--- src/rtl/rst_seq_ctrl.sv ---
// Reset sequencer for the FPGA top level.
// It pulses the DDR controller reset, then waits for PLL lock and DDR calibration.
// After that it releases the active-low domain resets one at a time, bit 0 first.
// Losing lock, a soft reset request while running, or a calibration timeout
// starts the whole sequence again from the power-on pulse.
module rst_seq_ctrl #(
  parameter int NUM_OUT       = 3,
  parameter int POR_CYCLES    = 1000,
  parameter int STAGE_GAP     = 16,
  parameter int SYNC_STAGES   = 2,
  parameter int CALIB_TIMEOUT = 1048576,
  parameter int CNT_WIDTH     = 32
) (
  input  logic               CLK,
  input  logic               rst_x_async,
  input  logic               i_locked,
  input  logic               i_calib_done,
  input  logic               i_soft_rst,
  output logic               o_sys_rst,
  output logic [NUM_OUT-1:0] o_rst_x,
  output logic               o_ready,
  output logic [2:0]         o_state,
  output logic               o_calib_timeout
);

  localparam logic [2:0] S_POR        = 3'd0;
  localparam logic [2:0] S_WAIT_LOCK  = 3'd1;
  localparam logic [2:0] S_WAIT_CALIB = 3'd2;
  localparam logic [2:0] S_RELEASE    = 3'd3;
  localparam logic [2:0] S_RUN        = 3'd4;
  localparam logic [2:0] S_FAULT      = 3'd5;

  localparam logic [CNT_WIDTH-1:0] POR_LAST   = CNT_WIDTH'(POR_CYCLES - 1);
  localparam logic [CNT_WIDTH-1:0] CALIB_LAST = CNT_WIDTH'(CALIB_TIMEOUT - 1);
  localparam logic [CNT_WIDTH-1:0] REL_LAST   = CNT_WIDTH'(STAGE_GAP * NUM_OUT - 1);
  localparam logic [CNT_WIDTH-1:0] CNT_ONE    = CNT_WIDTH'(1);

  logic [2:0]             state;
  logic [CNT_WIDTH-1:0]   cnt;
  logic [SYNC_STAGES-1:0] lk_sync;
  logic [SYNC_STAGES-1:0] cd_sync;
  logic                   lk;
  logic                   cd;
  logic                   abort;
  logic [NUM_OUT-1:0]     release_hit;

  assign lk      = lk_sync[SYNC_STAGES-1];
  assign cd      = cd_sync[SYNC_STAGES-1];
  assign o_state = state;

  // Bring the asynchronous lock and calibration flags into the CLK domain.
  always_ff @(posedge CLK or negedge rst_x_async) begin
    if (!rst_x_async) begin
      lk_sync <= '0;
      cd_sync <= '0;
    end else begin
      lk_sync <= {lk_sync[SYNC_STAGES-2:0], i_locked};
      cd_sync <= {cd_sync[SYNC_STAGES-2:0], i_calib_done};
    end
  end

  // Restart the sequence if lock is lost after it was first seen, or on a soft request while running.
  always_comb begin
    abort = 1'b0;
    if (!lk && (state == S_WAIT_CALIB || state == S_RELEASE || state == S_RUN))
      abort = 1'b1;
    if (i_soft_rst && state == S_RUN)
      abort = 1'b1;
  end

  // A domain's bit is due when the release counter reaches the end of that bit's gap.
  always_comb begin
    release_hit = '0;
    for (int k = 0; k < NUM_OUT; k++)
      release_hit[k] = (cnt == CNT_WIDTH'(STAGE_GAP * (k + 1) - 1));
  end

  // Sequencer FSM: one shared counter times the POR pulse, calibration wait and release gaps.
  always_ff @(posedge CLK or negedge rst_x_async) begin
    if (!rst_x_async) begin
      state           <= S_POR;
      cnt             <= '0;
      o_sys_rst       <= 1'b1;
      o_rst_x         <= '0;
      o_ready         <= 1'b0;
      o_calib_timeout <= 1'b0;
    end else if (abort) begin
      state     <= S_POR;
      cnt       <= '0;
      o_sys_rst <= 1'b1;
      o_rst_x   <= '0;
      o_ready   <= 1'b0;
    end else begin
      case (state)
        S_POR: begin
          if (cnt == POR_LAST) begin
            state     <= S_WAIT_LOCK;
            cnt       <= '0;
            o_sys_rst <= 1'b0;
          end else begin
            cnt <= cnt + CNT_ONE;
          end
        end
        S_WAIT_LOCK: begin
          cnt <= '0;
          if (lk)
            state <= S_WAIT_CALIB;
        end
        S_WAIT_CALIB: begin
          if (cd) begin
            state <= S_RELEASE;
            cnt   <= '0;
          end else if (cnt == CALIB_LAST) begin
            state           <= S_FAULT;
            cnt             <= '0;
            o_calib_timeout <= 1'b1;
          end else begin
            cnt <= cnt + CNT_ONE;
          end
        end
        S_RELEASE: begin
          cnt     <= cnt + CNT_ONE;
          o_rst_x <= o_rst_x | release_hit;
          if (cnt == REL_LAST) begin
            state   <= S_RUN;
            cnt     <= '0;
            o_ready <= 1'b1;
          end
        end
        S_RUN: begin
          cnt <= '0;
        end
        S_FAULT: begin
          state     <= S_POR;
          cnt       <= '0;
          o_sys_rst <= 1'b1;
        end
        default: begin
          state     <= S_POR;
          cnt       <= '0;
          o_sys_rst <= 1'b1;
          o_rst_x   <= '0;
          o_ready   <= 1'b0;
        end
      endcase
    end
  end

endmodule
--- config.mk ---
export PLATFORM = sky130hd
export DESIGN_NAME = rst_seq_ctrl
export DESIGN_NICKNAME = d
export VERILOG_FILES = /design/src/rtl/rst_seq_ctrl.sv
export SDC_FILE = /design/constraint.sdc
export NUM_CORES = 1
export LEC_CHECK = 0
export CAP_MARGIN = 20
export CORE_UTILIZATION = 41
export DETAILED_ROUTE_END_ITERATION = 16
export PLACE_DENSITY = 0.66
export SLEW_MARGIN = 20
export SYNTH_ARGS = -nofsm -noshare
export SYNTH_HDL_FRONTEND = slang
export SYNTH_SLANG_ARGS = --single-unit
--- constraint.sdc ---
create_clock -name CLK -period 2.9 [get_ports CLK]
set_input_delay 0.29 -clock CLK [delete_from_list [all_inputs] [get_ports CLK]]
set_output_delay 0.29 -clock CLK [all_outputs]
set_load 0.005 [all_outputs]
# ---- After elaboration in Yosys (flattened, before gate mapping)
# Cells that the tools add are included.
dict set report totals {
  ff_bits 45
  word_cells 64
}
dict set report op_classes {
  add_sub_neg 1
  eq_ne 17
  mux 23
  bitwise 3
  n_reduce_logical 12
}
# cell count
set ops {}
lappend ops {{$mux 32} 5}
lappend ops {{$pmux 32 s3} 1}
lappend ops {{$add 32x1->32 const B} 1}
lappend ops {{$eq 32x10->1 const B} 1}
lappend ops {{$eq 32x20->1 const B} 1}
lappend ops {{$eq 32x4->1 const B} 1}
lappend ops {{$eq 32x5->1 const B} 1}
lappend ops {{$eq 32x6->1 const B} 1}
lappend ops {{$mux 3} 7}
lappend ops {{$pmux 3 s5} 1}
lappend ops {{$ne 3x3->1 const B} 3}
lappend ops {{$eq 3x2->1 const B} 2}
lappend ops {{$eq 3x3->1 const B} 2}
lappend ops {{$mux 1} 6}
lappend ops {{$pmux 3 s2} 1}
lappend ops {{$reduce_and 5->1} 1}
lappend ops {{$reduce_or 5->1} 1}
lappend ops {{$ne 2x1->1 const B} 2}
lappend ops {{$ne 4x3->1 const B} 1}
lappend ops {{$pmux 1 s2} 2}
lappend ops {{$reduce_and 2->1} 2}
lappend ops {{$reduce_and 4->1} 1}
lappend ops {{$reduce_or 4->1} 1}
lappend ops {{$eq 3x1->1 const B} 1}
lappend ops {{other kinds (7)} 10}

# ---- Depth between registers and ports, before layout
dict set report logic_depth {
  word_depth 8
  mapped_depth 7
  ltp_nobuf 6
}

# ---- Least setup slack after synthesis
# OpenSTA, ideal clock, no wires.
dict set report synth_timing {
  path_kind {reg2reg}
  startpoint {reg cnt[0]}
  endpoint {reg cnt[11]}
  setup_time_ps 119
  arrival_time_ps 2051
  t_required_ps 2781
  path_slack_ps 730
  stages_incl_launch_ff 8
  n_path_buf 1
  period_less_slack_ps 2170
  cell_sequence {dfrtp_1 ha_1 nand4_1 or3_1 o311a_1 nor3_4 buf_4 nor2_1}
}
dict set report synth_between {
  elab_chain_len 5
  word_cells_on_any_way 10
  cone_classes {add/sub (1); eq/ne (3); mux (6)}
}
# item line_no
set synth_rtl {}
lappend synth_rtl {{from (decl)} 39} ;# logic [CNT_WIDTH-1:0] cnt;
lappend synth_rtl {{from (signal assigned)} 101} ;# cnt <= cnt + CNT_ONE;
lappend synth_rtl {{from (signal assigned)} 118} ;# cnt <= cnt + CNT_ONE;
lappend synth_rtl {{from (signal assigned)} 122} ;# cnt <= cnt + CNT_ONE;
lappend synth_rtl {{$add 32x1->32 or $eq 32x20->1 (tied branches)} --}
lappend synth_rtl {{$mux 32} 113} ;# end else if (cnt == CALIB_LAST) begin
lappend synth_rtl {{$mux 32} 110} ;# if (cd) begin
lappend synth_rtl {{$pmux 32 s3 *} 94} ;# case (state)
lappend synth_rtl {{$mux 32 *} 87} ;# end else if (abort) begin
# Mark *: on every way between the ends. The rest lies on a longest branch, timed or not.
# A chain may end at the register's enable or synchronous reset.

# ---- Final worst setup path
dict set report layout_timing {
  startpoint {reg cnt[0]}
  endpoint {reg cnt[6]}
}
# Same word-level chain as after synthesis.

==> run_results.csv <==
group,metric,value,unit
sta,layout_setup_ws,0.4454,ns
sta,tightest_slew,0.5707,ns
die,initial_core_util,43.62,%
logic_synthesis,synth.avg_cell_area,9.559,um2
logic_synthesis,synth_top_flop_cell,"dfrtp_1",
logic_synthesis,yosys_warnings,0,
die,die_area,5875,um2
outcome,violations,"hold timing",
drt,detail_route.iter0.violations,100,
final_layout,syn_to_final_growth,12.81,%
setup_path,arrival,2.63,ns
placed_design,port_buffers,13,
logic_synthesis,synth_top_cells_by_area,"dfrtp_1 48%, xor2_1 8.1%, nor2_1 7.7%, nand4_1 4.1%, xnor2_1 3.5%",
final_layout,fillCellCount,473,
clock_tree,cts_tree,"yes",
die,die_w,76.65,um
clock_tree,holdBufCountCts,0,
setup_path,required,3.07,ns
sta,setup_tns,0,ns
setup_path,regToRegEndpoint,"cnt[6]",
global_route,overflow,0,
global_route,grt_use_total,16.17,%
clock_tree,h-tree-depth,2,
sta,max_slew_margin,61.95,%
die,row_count,26,
sta,layout_min_cycle_time,2.455,ns
sta,holdWs,-0.02002,ns
worst_hold_path,worst_hold_path_type,"in -> async",
logic_synthesis,syn-num-nets,245,
logic_synthesis,ys_ff_latch,45,
pwr,peakVddDrop,282.4,uV
logic_synthesis,synthArstFlopShare,100.0,%
clock_tree,cts_root_buf,"clkbuf_8",
setup_path,worstSetupPathType,"reg -> reg",
clock_tree,post_cts_buffers,0,
logic_synthesis,synth_area_leader_cell,"dfrtp_1",
clock_tree,cts_resized,0,
global_route,antenna_found_initial,0,
clock_tree,cts.sinks,45,
final_layout,final_util,49.21,%
clock_tree,cts.clk_slew.worst_paths,0.09,ns
drt,drc,0,
global_route,grt_pass1_wl,7610,um
drt,wire_per_inst,13.53,um
setup_path,startpoint_type,"flop",
placed_design,gp_routability_congestion,0.7201,
setup_path,r2r_setup_slack,0.45,ns
final_layout,n_antenna_cell,0,
pwr,leakage,1.169,nW
sta,finalClockSkew,0.01303,ns
logic_synthesis,synth_top_area_share,48.19,%
drt,ant_nets,0,
die,io_pins,14,
logic_synthesis,synthesis.area,2285,um2
die,coreArea,5238,um2
setup_path,cp_max_fo,32,
sta,final_hold_viol_count,26,
placed_design,hpwlAfterDp,2903,um
final_layout,drive_above_1_share,6.349,%
setup_path,r2r_cells,7,
run,timing.max_cap.violations,0,
clock_tree,clockBufferDepth,2,
logic_synthesis,ys_seq_area_share,49.34,%
pwr,p_per_area,434.5,nW/um2
final_layout,layout.nets,257,
setup_path,cp-end-kind,"flop",
sta,fmax,407.4,MHz
clock_tree,insertion_delay,0.30,ns
drt,dr_total_vias,1686,
setup_path,rr_startpoint,"cnt[0]",
sta,fin_crit_sh,84.64,%
placed_design,pre_cts_slack,0.4435,ns
global_route,grt_max_degree,46,
clock_tree,cts_buffers,5,
logic_synthesis,syn_inst,239,
drt,routed_wirelength,4356,um
sta,rsz0062_at_grt,"no",
outcome,outcome,"finished with violations",
sta,setup_viol,0,
die,die_h,76.65,um
logic_synthesis,synth_edf_count,0,
drt,first_pass_iters,4,
logic_synthesis,yosysUniqueCellTypes,38,
sta,slew_violations,0,
drt,viasPerCell,5.236,
global_route,grt_pass1_vias,1562,
## cell usage in the layout (no fill, tap or decap), types with 2 or more instances in the layout
cell and n:
a21oi_1 7, a41oi_1 2, and2_1 6, and3_1 7
and4_1 3, buf_4 4, clkbuf_8 5, clkdlybuf4s50_1 12
dfrtp_1 44, inv_1 2, nand2_1 11, nand2b_1 2
nand3_1 11, nand4_1 15, nor2_1 47, nor2b_1 3
nor3_1 8, nor4_1 8, o31ai_1 2, or3_1 3
xnor2_1 9, xor2_1 21
## synthesized netlist by cell type (2+ instances only)
library cell and number:
or3_1 3, buf_4 3, nor2b_1 3, xor2_1 21
nor4_1 8, nor2_1 47, a41oi_1 2, nor3_1 8
and3_1 7, o31ai_1 2, and2_1 6, nand2b_1 2
nand2_1 11, clkbuf_1 8, nand3_1 11, dfrtp_1 44
inv_1 2, and4_1 3, xnor2_1 9, nand4_1 15
a21oi_1 7
## worst max-delay path: stages, from the launching register on
cell     delay, ns
dfrtp_1       0.40
ha_1          0.26
nand4_1       0.18
or3_1         0.46
o311a_1       0.41
nor3_4        0.18
buf_4         0.34
nor2_1        0.10
## final cells by class
type	count	area [um2]	area share, %
Clock buffer	6	72.57	2.816
Inverter	2	7.507	0.2913
Multi-Input combinational cell	181	1097	42.57
Sequential cell	45	1127	43.74
Timing Repair Buffer	16	150.1	5.825
Tap cell	70	87.58	3.398
Clock inverter	2	35.03	1.359
## registers in the layout (all words and copies together), names as in the netlist
name and count:
o_calib_timeout 1, lk_sync 2, o_sys_rst 1, o_rst_x 3, cd_sync 2, cnt 32, o_ready 1, o_state 3
## power by group
group	switching (mW)	internal, mW	leakage, nW	total [mW]
clock network	0.212	0.256	0.0552	0.468
registers	0.00297	0.630	0.606	0.633
logic	0.0135	0.00554	0.507	0.0190
total	0.229	0.891	1.17	1.12
## worst max-delay path by stage
| stage | start | end |
|---|---|---|
| detailed placement | cnt[0] | cnt[18] |
| global route | cnt[0] | cnt[29] |
| floorplan | cnt[0] | cnt[11] |
| finish | cnt[0] | cnt[6] |
| CTS | cnt[0] | cnt[6] |
| global placement | cnt[0] | cnt[24] |
## routing by layer
| metal | share of wire, % | routed length (um) | global-route usage (%) |
|---|---|---|---|
| met5 | 0 | 0 | 0 |
| met4 | 0.62 | 27 | 3.462 |
| met3 | 3.2 | 140 | 3.929 |
| met2 | 45 | 1944 | 23.78 |
| met1 | 52 | 2244 | 24.00 |
## stage by stage
| step | cell area, um2 | cells | total power [mW] | hold slack (ns) |
|---|---|---|---|---|
| after floorplan | 2285 | 239 | 0.6467 | -0.005591 |
| after global placement | 2467 | 314 | 0.6648 | 0.3371 |
| after detailed placement | 2467 | 314 | 0.6648 | 0.3385 |
| after CTS | 2575 | 322 | 1.132 | 0.1882 |
| after global routing | 2577 | 322 | 1.171 | 0.02174 |
| final | 2577 | 322 | 1.120 | -0.02002 |
## logic make-up (layout without fill, tap and decap cells)
logic type	count (synthesis)	in the layout	share of synthesized area, %
xor gates and xnor gates	30	30	11.50
buffers and inverters	13	26	2.629
adders and majority gates	1	1	0.5476
DFF	45	45	49.34
AOI/OAI and AO/OA	18	18	5.586
and+or+nand+nor	131	131	29.90
muxes	1	1	0.4928
(Power assumes the default switching activity.)
